**config.mk**
```make
export PLATFORM = sky130hd
export DESIGN_NAME = ntt_bf_addsub
export DESIGN_NICKNAME = d
export VERILOG_FILES = /design/src/rtl/ntt_bf_addsub.sv
export SDC_FILE = /design/constraint.sdc
export NUM_CORES = 1
export LEC_CHECK = 0
export CORE_AREA = 2 2 129 131
export DETAILED_ROUTE_END_ITERATION = 10
export DIE_AREA = 0 0 131 133
export PLACE_DENSITY = 0.51
export SLEW_MARGIN = 20
export SYNTH_ARGS = -nofsm -noshare
export SYNTH_HDL_FRONTEND = slang
export SYNTH_SLANG_ARGS = --single-unit
```
**constraint.sdc**
```tcl
create_clock -name clk -period 3.61 [get_ports clk]
set_clock_uncertainty 0.05 [all_clocks]
set_input_delay 0.361 -clock clk [delete_from_list [all_inputs] [get_ports clk]]
set_output_delay 0.361 -clock clk [all_outputs]
set_load 0.05 [all_outputs]
```
**src/rtl/ntt_bf_addsub.sv**
```systemverilog
// Kyber NTT butterfly add/subtract stage (q = 3329): aligns a with the multiplier
// product t, normalises both, then produces (a+t) mod q and (a-t) mod q.
module ntt_bf_addsub #(
  parameter int Q        = 3329,
  parameter int MULT_LAT = 3,
  parameter int PAIRS    = 128,
  localparam int CW      = $clog2(PAIRS)
) (
  input  logic          clk,
  input  logic          rst,
  input  logic          in_valid,
  input  logic [11:0]   a_in,
  input  logic [11:0]   t_in,
  output logic [11:0]   x_out,
  output logic [11:0]   y_out,
  output logic          out_valid,
  output logic [CW-1:0] bf_count,
  output logic          layer_done
);

  localparam logic [11:0] Q12 = 12'(Q);
  localparam logic [12:0] Q13 = 13'(Q);

  // Delay line carrying {valid, a} until the matching product arrives on t_in.
  logic [MULT_LAT-1:0] dl_valid_q, dl_valid_d;
  logic [11:0]         dl_a_q [MULT_LAT];
  logic [11:0]         dl_a_d [MULT_LAT];

  always_comb begin
    dl_valid_d[0] = in_valid;
    dl_a_d[0]     = a_in;
    for (int i = 1; i < MULT_LAT; i++) begin
      dl_valid_d[i] = dl_valid_q[i-1];
      dl_a_d[i]     = dl_a_q[i-1];
    end
  end

  always_ff @(posedge clk or posedge rst) begin
    if (rst) begin
      dl_valid_q <= '0;
      for (int i = 0; i < MULT_LAT; i++) dl_a_q[i] <= '0;
    end else begin
      dl_valid_q <= dl_valid_d;
      for (int i = 0; i < MULT_LAT; i++) dl_a_q[i] <= dl_a_d[i];
    end
  end

  // Normalise stage: a single conditional subtract brings 0..4095 into 0..q-1.
  logic        n_valid_q, n_valid_d;
  logic [11:0] n_a_q, n_a_d;
  logic [11:0] n_t_q, n_t_d;

  always_comb begin
    n_valid_d = dl_valid_q[MULT_LAT-1];
    n_a_d     = (dl_a_q[MULT_LAT-1] >= Q12) ? dl_a_q[MULT_LAT-1] - Q12 : dl_a_q[MULT_LAT-1];
    n_t_d     = (t_in >= Q12) ? t_in - Q12 : t_in;
  end

  always_ff @(posedge clk or posedge rst) begin
    if (rst) begin
      n_valid_q <= 1'b0;
      n_a_q     <= '0;
      n_t_q     <= '0;
    end else begin
      n_valid_q <= n_valid_d;
      n_a_q     <= n_a_d;
      n_t_q     <= n_t_d;
    end
  end

  // Add/subtract stage; outputs hold their last value across bubbles.
  logic [12:0] sum;
  logic [12:0] diff;
  logic [11:0] x_q, x_d;
  logic [11:0] y_q, y_d;
  logic        out_valid_q, out_valid_d;

  always_comb begin
    sum         = {1'b0, n_a_q} + {1'b0, n_t_q};
    diff        = (n_a_q >= n_t_q) ? ({1'b0, n_a_q} - {1'b0, n_t_q})
                                   : ({1'b0, n_a_q} + Q13 - {1'b0, n_t_q});
    out_valid_d = n_valid_q;
    x_d         = x_q;
    y_d         = y_q;
    if (n_valid_q) begin
      x_d = (sum >= Q13) ? 12'(sum - Q13) : sum[11:0];
      y_d = diff[11:0];
    end
  end

  always_ff @(posedge clk or posedge rst) begin
    if (rst) begin
      x_q         <= '0;
      y_q         <= '0;
      out_valid_q <= 1'b0;
    end else begin
      x_q         <= x_d;
      y_q         <= y_d;
      out_valid_q <= out_valid_d;
    end
  end

  // Layer counter: terminal count is decoded combinationally from the register.
  logic [CW-1:0] cnt_q, cnt_d;
  logic          layer_done_c;

  always_comb begin
    layer_done_c = out_valid_q && (cnt_q == CW'(PAIRS - 1));
    cnt_d        = cnt_q;
    if (out_valid_q) begin
      cnt_d = layer_done_c ? '0 : cnt_q + 1'b1;
    end
  end

  always_ff @(posedge clk or posedge rst) begin
    if (rst) cnt_q <= '0;
    else     cnt_q <= cnt_d;
  end

  assign x_out      = x_q;
  assign y_out      = y_q;
  assign out_valid  = out_valid_q;
  assign bf_count   = cnt_q;
  assign layer_done = layer_done_c;

endmodule
```
## Word-level counts from Yosys, hierarchy flattened

Cells that the tools add are included.

| cells by class | value |
|---|---|
| reduce and logical (&&, ||, !) cells | 1 |
| $lt $le $gt $ge | 4 |
| equal/unequal tests | 1 |
| mux-type cells | 5 |
| add/subtract/negate cells | 8 |

Operator list:

| operator | number |
|---|---|
| 12-bit 2-to-1 mux | 4 |
| 12-bit subtractor (second input constant) | 3 |
| 12-bit greater-or-equal comparator (second input constant) | 2 |
| 12-bit subtractor | 2 |
| 12-bit by 12-bit adder with 13-bit output | 1 |
| 13-bit by 12-bit greater-or-equal comparator with 1-bit output (second input constant) | 1 |
| 12-bit adder (second input constant) | 1 |
| 12-bit greater-or-equal comparator | 1 |
| 7-bit by 1-bit adder with 7-bit output (second input constant) | 1 |
| 7-bit equality test (second input constant) | 1 |
| 7-bit 2-to-1 mux | 1 |
| 1-bit logical AND | 1 |

| word-level totals | value |
|---|---|
| output and inout port bits | 33 |
| bits in registers | 96 |
| logic and storage cells | 30 |
| bits of input ports | 27 |

## Logic depth before layout (Yosys ltp)

| depth | value |
|---|---|
| depth after elaboration | 3 |
| depth in mapped cells | 15 |
| mapped depth without buffers | 15 |

## Worst setup path before layout

No wires, ideal clock.

| path | value |
|---|---|
| kind | register to register |
| start | register n_a_q[1] |
| end | register x_q[7], in the netlist x_out[7] |
| buffers on the path | 1 |
| library setup time | 0.082 ns |
| data required time | 3.478 ns |
| setup slack | 0.510 ns |
| stages on the path, launching flop included | 13 |
| data arrival time | 2.968 ns |
| path through | dfrtp_1 -> inv_1 -> ha_1 -> nand2b_1 -> a21oi_1 -> xnor2_2 -> nand3_1 -> or2_2 -> and4b_4 -> o31a_1 -> buf_6 -> or3_1 -> a31oi_1 |

| between the ends | value |
|---|---|
| word-level cells in the longest chain between the ends | 3 |

Ends and longest elaborated chain:

| element | line | source |
|---|---|---|
| start: declaration | 50 | `logic [11:0] n_a_q, n_a_d;` |
| start signal: assignment | 66 | `n_a_q <= n_a_d;` |
| 12-bit by 12-bit adder with 13-bit output (*) | 79 | `sum = {1'b0, n_a_q} + {1'b0, n_t_q};` |
| 12-bit subtractor or 13-bit by 12-bit greater-or-equal comparator with 1-bit output (tied branches) | 86 | `x_d = (sum >= Q13) ? 12'(sum - Q13) : sum[11:0];` |
| 12-bit 2-to-1 mux (*) | 86 |  |
| end signal: assignment | 93 | `x_q <= '0;` |
| end signal: assignment | 97 | `x_q <= x_d;` |
| end: declaration | 74 | `logic [11:0] x_q, x_d;` |

Every way passes the cells marked *; elsewhere a longest branch is shown, timed or not.
A chain may end at the register's enable or synchronous reset.

## Worst setup path in the final report

| path | value |
|---|---|
| start | register n_a_q[0] |
| end | register x_q[10], in the netlist x_out[10] |

The elaborated chain is that of the path after synthesis.

==> results.md <==
* # DRC at 0
* Post-synthesis cell type count at 65
* Hold Slack at 298.2 ps
* Final setup violation count at 0
* Worst Path Buf+Inv at 0
* Vias in the first global route at 4,159
* Port bufs at 59
* Remaining antenna violation count at 0
* Hold crit path type: flip-flop to flip-flop
* Largest stage delay on the critical path at 480 ps
* Row cnt at 47
* Boundary Pins at 60
* Crit path max fanout at 11
* Post-Syn Area at 0.005653 mm²
* Slew Viols, Final at 0
* Flops & latches, synth at 96
* Tcrit/Tclk final at 95.03%
* Clock sinks at 96
* CTS clk-pin slew, worst paths at 70 ps
* Fraction of layout cells with a size suffix above 1 at 8.527%
* Die Y at 133 µm
* Nets@finish at 722
* WP data required at 3850 ps
* Post-detail-place hpwl at 9350 µm
* Clk root buf: clkbuf_16
* Cell family with most CP delay: simple AND/OR/NAND/NOR gates
* Crit path capture type: flip-flop
* # fillers at 1,562
* H-tree Lvls at 3
* Actual slew at the worst max-slew pin at 710.6 ps
* Cts bufs inserted at 9
* Largest net degree at the start of global routing at 61
* Multi-input logic area at 0.002970 mm²
* Grt ovf at 0
* Avg Cell Area, Syn at 9.831 µm²
* Initial Utilization at 34.96%
* Maximum operating frequency at 291.5 MHz
* Die width at 131 µm
* Register Area at 0.002404 mm²
* MaxCap Viol Count at 0
* # diodes at 0
* Placer Congestion at 0.8245
* Layout area overhead at 21.20%
* Core footprint at 0.01617 mm²
* Startpoint Class: flip-flop
* Most frequent cell after synthesis: dfrtp_1
* Crit path cell chain: ha_1 -> fa_1 -> nand2b_1 -> a221oi_2 -> nor4_2 -> or3_1 -> and4_1 -> o21ai_1 -> o31a_2 -> or4_1 -> nand3_1
* Fin. Hold Viols at 0
* Ys async rst share at 100.0%
* All-Layer GR Usage at 14.85%
* Routed WL per cell at 13.81 µm
* 1st-iter DRT viols at 96
* Pre-CTS WS at 87.33 ps
* Worst setup path class: flip-flop to flip-flop
* Synthesis Warnings at 0
* Critical-path top delay cell: o31a_2
* Net count after synthesis at 657
* Power Density at 576.3 mW/mm²
* Die Area at 0.01742 mm²
* Initial antenna violation count at 0
* Post-synth EDFFs at 0
* Worst VDD drop at 0.3125 mV
* Post-synth top area cell: dfrtp_1
* Post-CTS Setup Inserts at 0
* First-pass GRT wire length at 20,240 µm
* Via Count at 4,095
* Outcome: completed
* Post-DR vias/cell at 4.734
* First-pass iteration count of the detailed router at 5
* P_leak at 3.013 nW
* Clock tree buffer depth at 2
* Main flop type after synthesis: dfrtp_1
* Worst EP arrival at 3670 ps
* Yosys top cell area share at 42.50%
* Post-layout util at 42.37%
* Seq/Total Area, Yosys at 42.50%
* Synth top area cells: dfrtp_1 42%, ha_1 10%, xnor2_1 4.2%, inv_1 3.8%, fa_1 3.5%
* Synth Instances at 575
* Min Clock Period, post-route at 3431 ps
* Final WL at 11,950 µm
* Worst slew margin at 52.01%
* Commonest cells in the synthesized netlist: 96 x dfrtp_1, 57 x inv_1, 50 x nor2_1, 45 x ha_1, 45 x nand2_1
* CTS tree: done
* Clk Latency, worst-skew pair at 350 ps
* Final worst setup slack at 179.4 ps
==> where the power goes <==
group | leakage, nW | internal (mW) | switching (mW) | total [mW]
combinational | 1.76 | 0.632 | 1.03 | 1.67
clock | 0.132 | 0.480 | 0.446 | 0.926
sequential | 1.12 | 1.24 | 0.113 | 1.36
==> final timing paths <==
| path | slack, ps | depth (start not counted) | end | from |
|---|---|---|---|---|
| min in group asynchronous | 330 | 2 | bf_count[6]$_DFFE_PP0P_ | rst |
| max in group asynchronous | 2520 | 3 | dl_a_d[11]$_DFF_PP0_ | rst |
| max reg2reg | 180 | 11 | x_out[10]$_DFFE_PP0P_ | n_a_q[0]$_DFF_PP0_ |
| min reg2reg | 300 | 0 | n_valid_q$_DFF_PP0_ | dl_valid_q[2]$_DFF_PP0_ |
| max | 180 | 11 | x_out[10]$_DFFE_PP0P_ | n_a_q[0]$_DFF_PP0_ |
| min | 300 | 0 | n_valid_q$_DFF_PP0_ | dl_valid_q[2]$_DFF_PP0_ |
==> final cells by class <==
type	instances	area share, %
Tap cell	220	4.018
Multi-Input combinational cell	405	43.35
Clock inverter	7	0.9131
Inverter	59	3.269
Sequential cell	96	35.08
Clock buffer	9	3.287
Timing Repair Buffer	69	10.08
==> sequential cells by signal, summed over array words and instances, names as in the netlist <==
signal	count
bf_count	7
y_out	12
dl_a_q	12
out_valid	1
dl_valid_q	3
n_t_q	12
dl_a_d	24
x_out	12
n_a_q	12
n_valid_q	1
==> kinds of logic after synthesis <==
logic type / share of synthesized area, %
buffers and inverters: 5.290
flip-flops: 42.50
XOR/XNOR: 7.570
multiplexers: 1.881
adder cells (fa/ha/maj): 13.50
AO/OA/AOI/OAI: 13.61
AND/OR/NAND/NOR: 15.65
==> routing by layer <==
layer / vias to the layer above / track usage (%) / share of wire [%]
met2: 71 / 23.43 / 46
li1: 2081 / - / -
met3: 18 / 2.992 / 3.2
met1: 1925 / 19.81 / 48
met4: 0 / 6.206 / 2.2
met5: - / 0 / 0
==> cells in the final DEF (no fill, tap or decap), drive strengths merged, types with 6 or more instances in the layout <==
cell,instances
xor2,20
a21o,7
or3,7
a21oi,36
ha,45
nand4,6
fa,10
clkdlybuf4s50,59
clkbuf,9
nor3,13
o21ai,26
nor2,50
xnor2,28
buf,10
nand3,11
a31oi,10
o31ai,7
nor2b,6
nor3b,6
nand2,45
inv,61
dfrtp,96
==> timing repair <==
item | CTS | global route
setup endpoints to repair | 0 | 6
gates resized for setup | 0 | 5
hold buffers | 0 | 0
==> stage by stage <==
step	cells	power (mW)	setup TNS, ps	cell area [µm²]
after floorplan	575	2.537	0	5653
after global placement	849	3.029	0	6544
after detailed placement	849	3.047	0	6544
after CTS	865	3.997	0	6832
after global routing	865	4.217	-8.463	6852
final	865	3.948	0	6852
Note: power is estimated with default switching activity, not from simulation.
==> RTL change: new RTL, same settings <==
Register the output `layer_done`, with the module's reset; this adds one clock of latency there. The other outputs are not delayed to match.
--- a/src/rtl/ntt_bf_addsub.sv
+++ b/src/rtl/ntt_bf_addsub.sv
@@ -123,3 +123,9 @@
   assign bf_count   = cnt_q;
-  assign layer_done = layer_done_c;
+  always_ff @(posedge clk or posedge rst) begin
+    if (rst) begin
+      layer_done <= '0;
+    end else begin
+      layer_done <= layer_done_c;
+    end
+  end
 
Behaviour: no difference found for any inputs over 4 cycles, from zero or initial values and one cycle with rst high; that may be too few to reach the edited logic, so the function may still have changed.
==> RTL change against the original RTL <==
- wire length rose by 6.6%
- power increased by 3.7%
- final cell count fell by 0.35%
- synthesized area increased by 1.0%
- first-iteration DRC count is 58% higher
- final area rose by 2.0%
- core utilization rose by 0.84 points
- setup slack improved by 0.035 ns
- sequential cell count is 1 higher
- clock power up 2.8%
- die area unchanged
- critical path type unchanged
==> RTL change: results (changes against the original RTL) <==
| Metric | Value |
|---|---|
| WHS | 0.293 ns (-0.00505 ns) |
| Status | finished clean |
| CP peak stage delay | 0.57 ns (+0.09 ns) |
| Hold Startpoint | dl_a_d[2]$_DFF_PP0_ |
| Grt met2 use | 24.4% (+0.98 points) |
| Drt initial violations | 152 (+58%) |
| Initial antenna violation count | 0 (unchanged) |
| GRT Total Usage | 15.3% (+0.43 points) |
| DR vias | 4166 (+1.7%) |
| Mean Syn Cell Area | 10.2 sq um (+3.5%) |
| Largest net degree at the start of global routing | 54 (-11%) |
| Worst Reg-to-Reg Cells | 11 (unchanged) |
| Post-synthesis mux area share | 3.46% (+1.6 points) |
| Reg2Reg Setup Slack | 0.21 ns (+0.04 ns) |
| Post-Syn Nets | 643 (-2.1%) |
| Library cells used by synthesis | 70 (+7.7%) |
| DRT Pass-1 Iters | 4 (-1) |
| Hold Crit Endpoint | dl_a_q[2]$_DFF_PP0_ |
| Met3 GRT Util | 2.18% (-0.81 points) |
| Share of cells above drive strength 1 | 9.19% (+0.66 points) |
| First-pass GRT wire length | 20.7 mm (+2.5%) |
| Worst R2R Start | n_t_q[2]$_DFF_PP0_ |
| Routed wire length | 12.7 mm (+6.6%) |
| WL met3 | 455 um (+18%) |
| LEAKAGE | 0.00308 uW (+2.4%) |
| Vias in the first global route | 4127 (-0.77%) |
| Top cells by count, synth | 97 x dfrtp_1, 55 x inv_1, 45 x ha_1, 41 x nor2_1, 36 x nand2_1 |
| Max transition margin | 59.9% (+7.9 points) |
| Fill cells | 1565 (+0.19%) |
| Setup crit end | x_out[6]$_DFFE_PP0P_ |
| Dpl cells | 846 (-0.35%) |
| Met1 usage | 21.4% (+1.6 points) |
| GPL Wtd Cong | 0.850 (+3.1%) |
| WL met2 | 5.94 mm (+6.9%) |
| VDD IR max | 358 uV (+15%) |
| Hold Path Cell Cnt | 0 (unchanged) |
| Non-Filler Instances | 862 (-0.35%) |
| Seq/Total Area, Yosys | 42.5% (about the same) |
| DP HPWL | 10.0 mm (+6.9%) |
| Clock Latency Late Sink | 0.34 ns |
| Compound-Gate Fraction of Synth Area | 13.3% (-0.27 points) |
| Slowest CP cell | or4b_4 |
| Adder-cell share of the synthesized area | 13.4% (-0.13 points) |
| WL met1 | 6.18 mm (+7.5%) |
| Arrival time worst endpoint | 3.57 ns (-0.10 ns) |
| Internal Pwr Total | 2420 uW (+2.9%) |
| Nets | 719 (-0.42%) |
| Post-Synth XOR/XNOR Area | 7.52% (-0.053 points) |
| Critical path fanouts, max | 6 (-5) |
-- RTL change: changes by cell type after synthesis, moves of 5 or more --
| cell | unedited run | this run |
|---|---|---|
| o21ai_0 | 25 | 18 |
| nor2_1 | 50 | 41 |
| nand2_1 | 45 | 36 |
| a21o_1 | 7 | 2 |
| mux2i_1 | 5 | 13 |
-- RTL change: timing repair --
item                                    CTS  global route
endpoints found under the setup margin    0             7
gates resized for setup                   0             6
hold buffers                              0             0
-- RTL change: metrics by stage --
stage	util (%)	worst slack, ns	area, sq um	power, uW
5_1_grt	43.2	0.00820	6990	4340
6_report	43.2	0.215	6990	4090
4_1_cts	43.1	0.129	6970	4140
3_3_place_gp	41.3	0.192	6670	3150
2_1_floorplan	-	0.177	5710	2590
3_5_place_dp	41.3	0.175	6670	3170
-- RTL change: final cells by class --
| type | instances | area (sq um) | area share (%) |
|---|---|---|---|
| Multi-Input combinational cell | 395 | 3030 | 43.3 |
| Sequential cell | 97 | 2430 | 34.8 |
| Timing Repair Buffer | 78 | 746 | 10.7 |
| Tap cell | 220 | 275 | 3.94 |
| Clock buffer | 9 | 225 | 3.22 |
| Inverter | 56 | 213 | 3.04 |
| Clock inverter | 7 | 72.6 | 1.04 |
-- RTL change: power groups by stage --
stage	clock network, uW	registers [uW]	logic (uW)
detailed placement	0	1410	1760
global placement	0	1410	1740
CTS	987	1390	1760
global route	1030	1420	1890
floorplan	0	1850	738
finish	952	1390	1750
-- RTL change: worst reg2reg max path: cells and delay by family (launching register included) --
kind                     cells  cell delay, ns
adder cells (fa/ha/maj)      1            0.31
flip-flops                   1            0.36
AO/OA/AOI/OAI                3            0.81
AND/OR/NAND/NOR              5            1.54
buffers and inverters        2            0.21
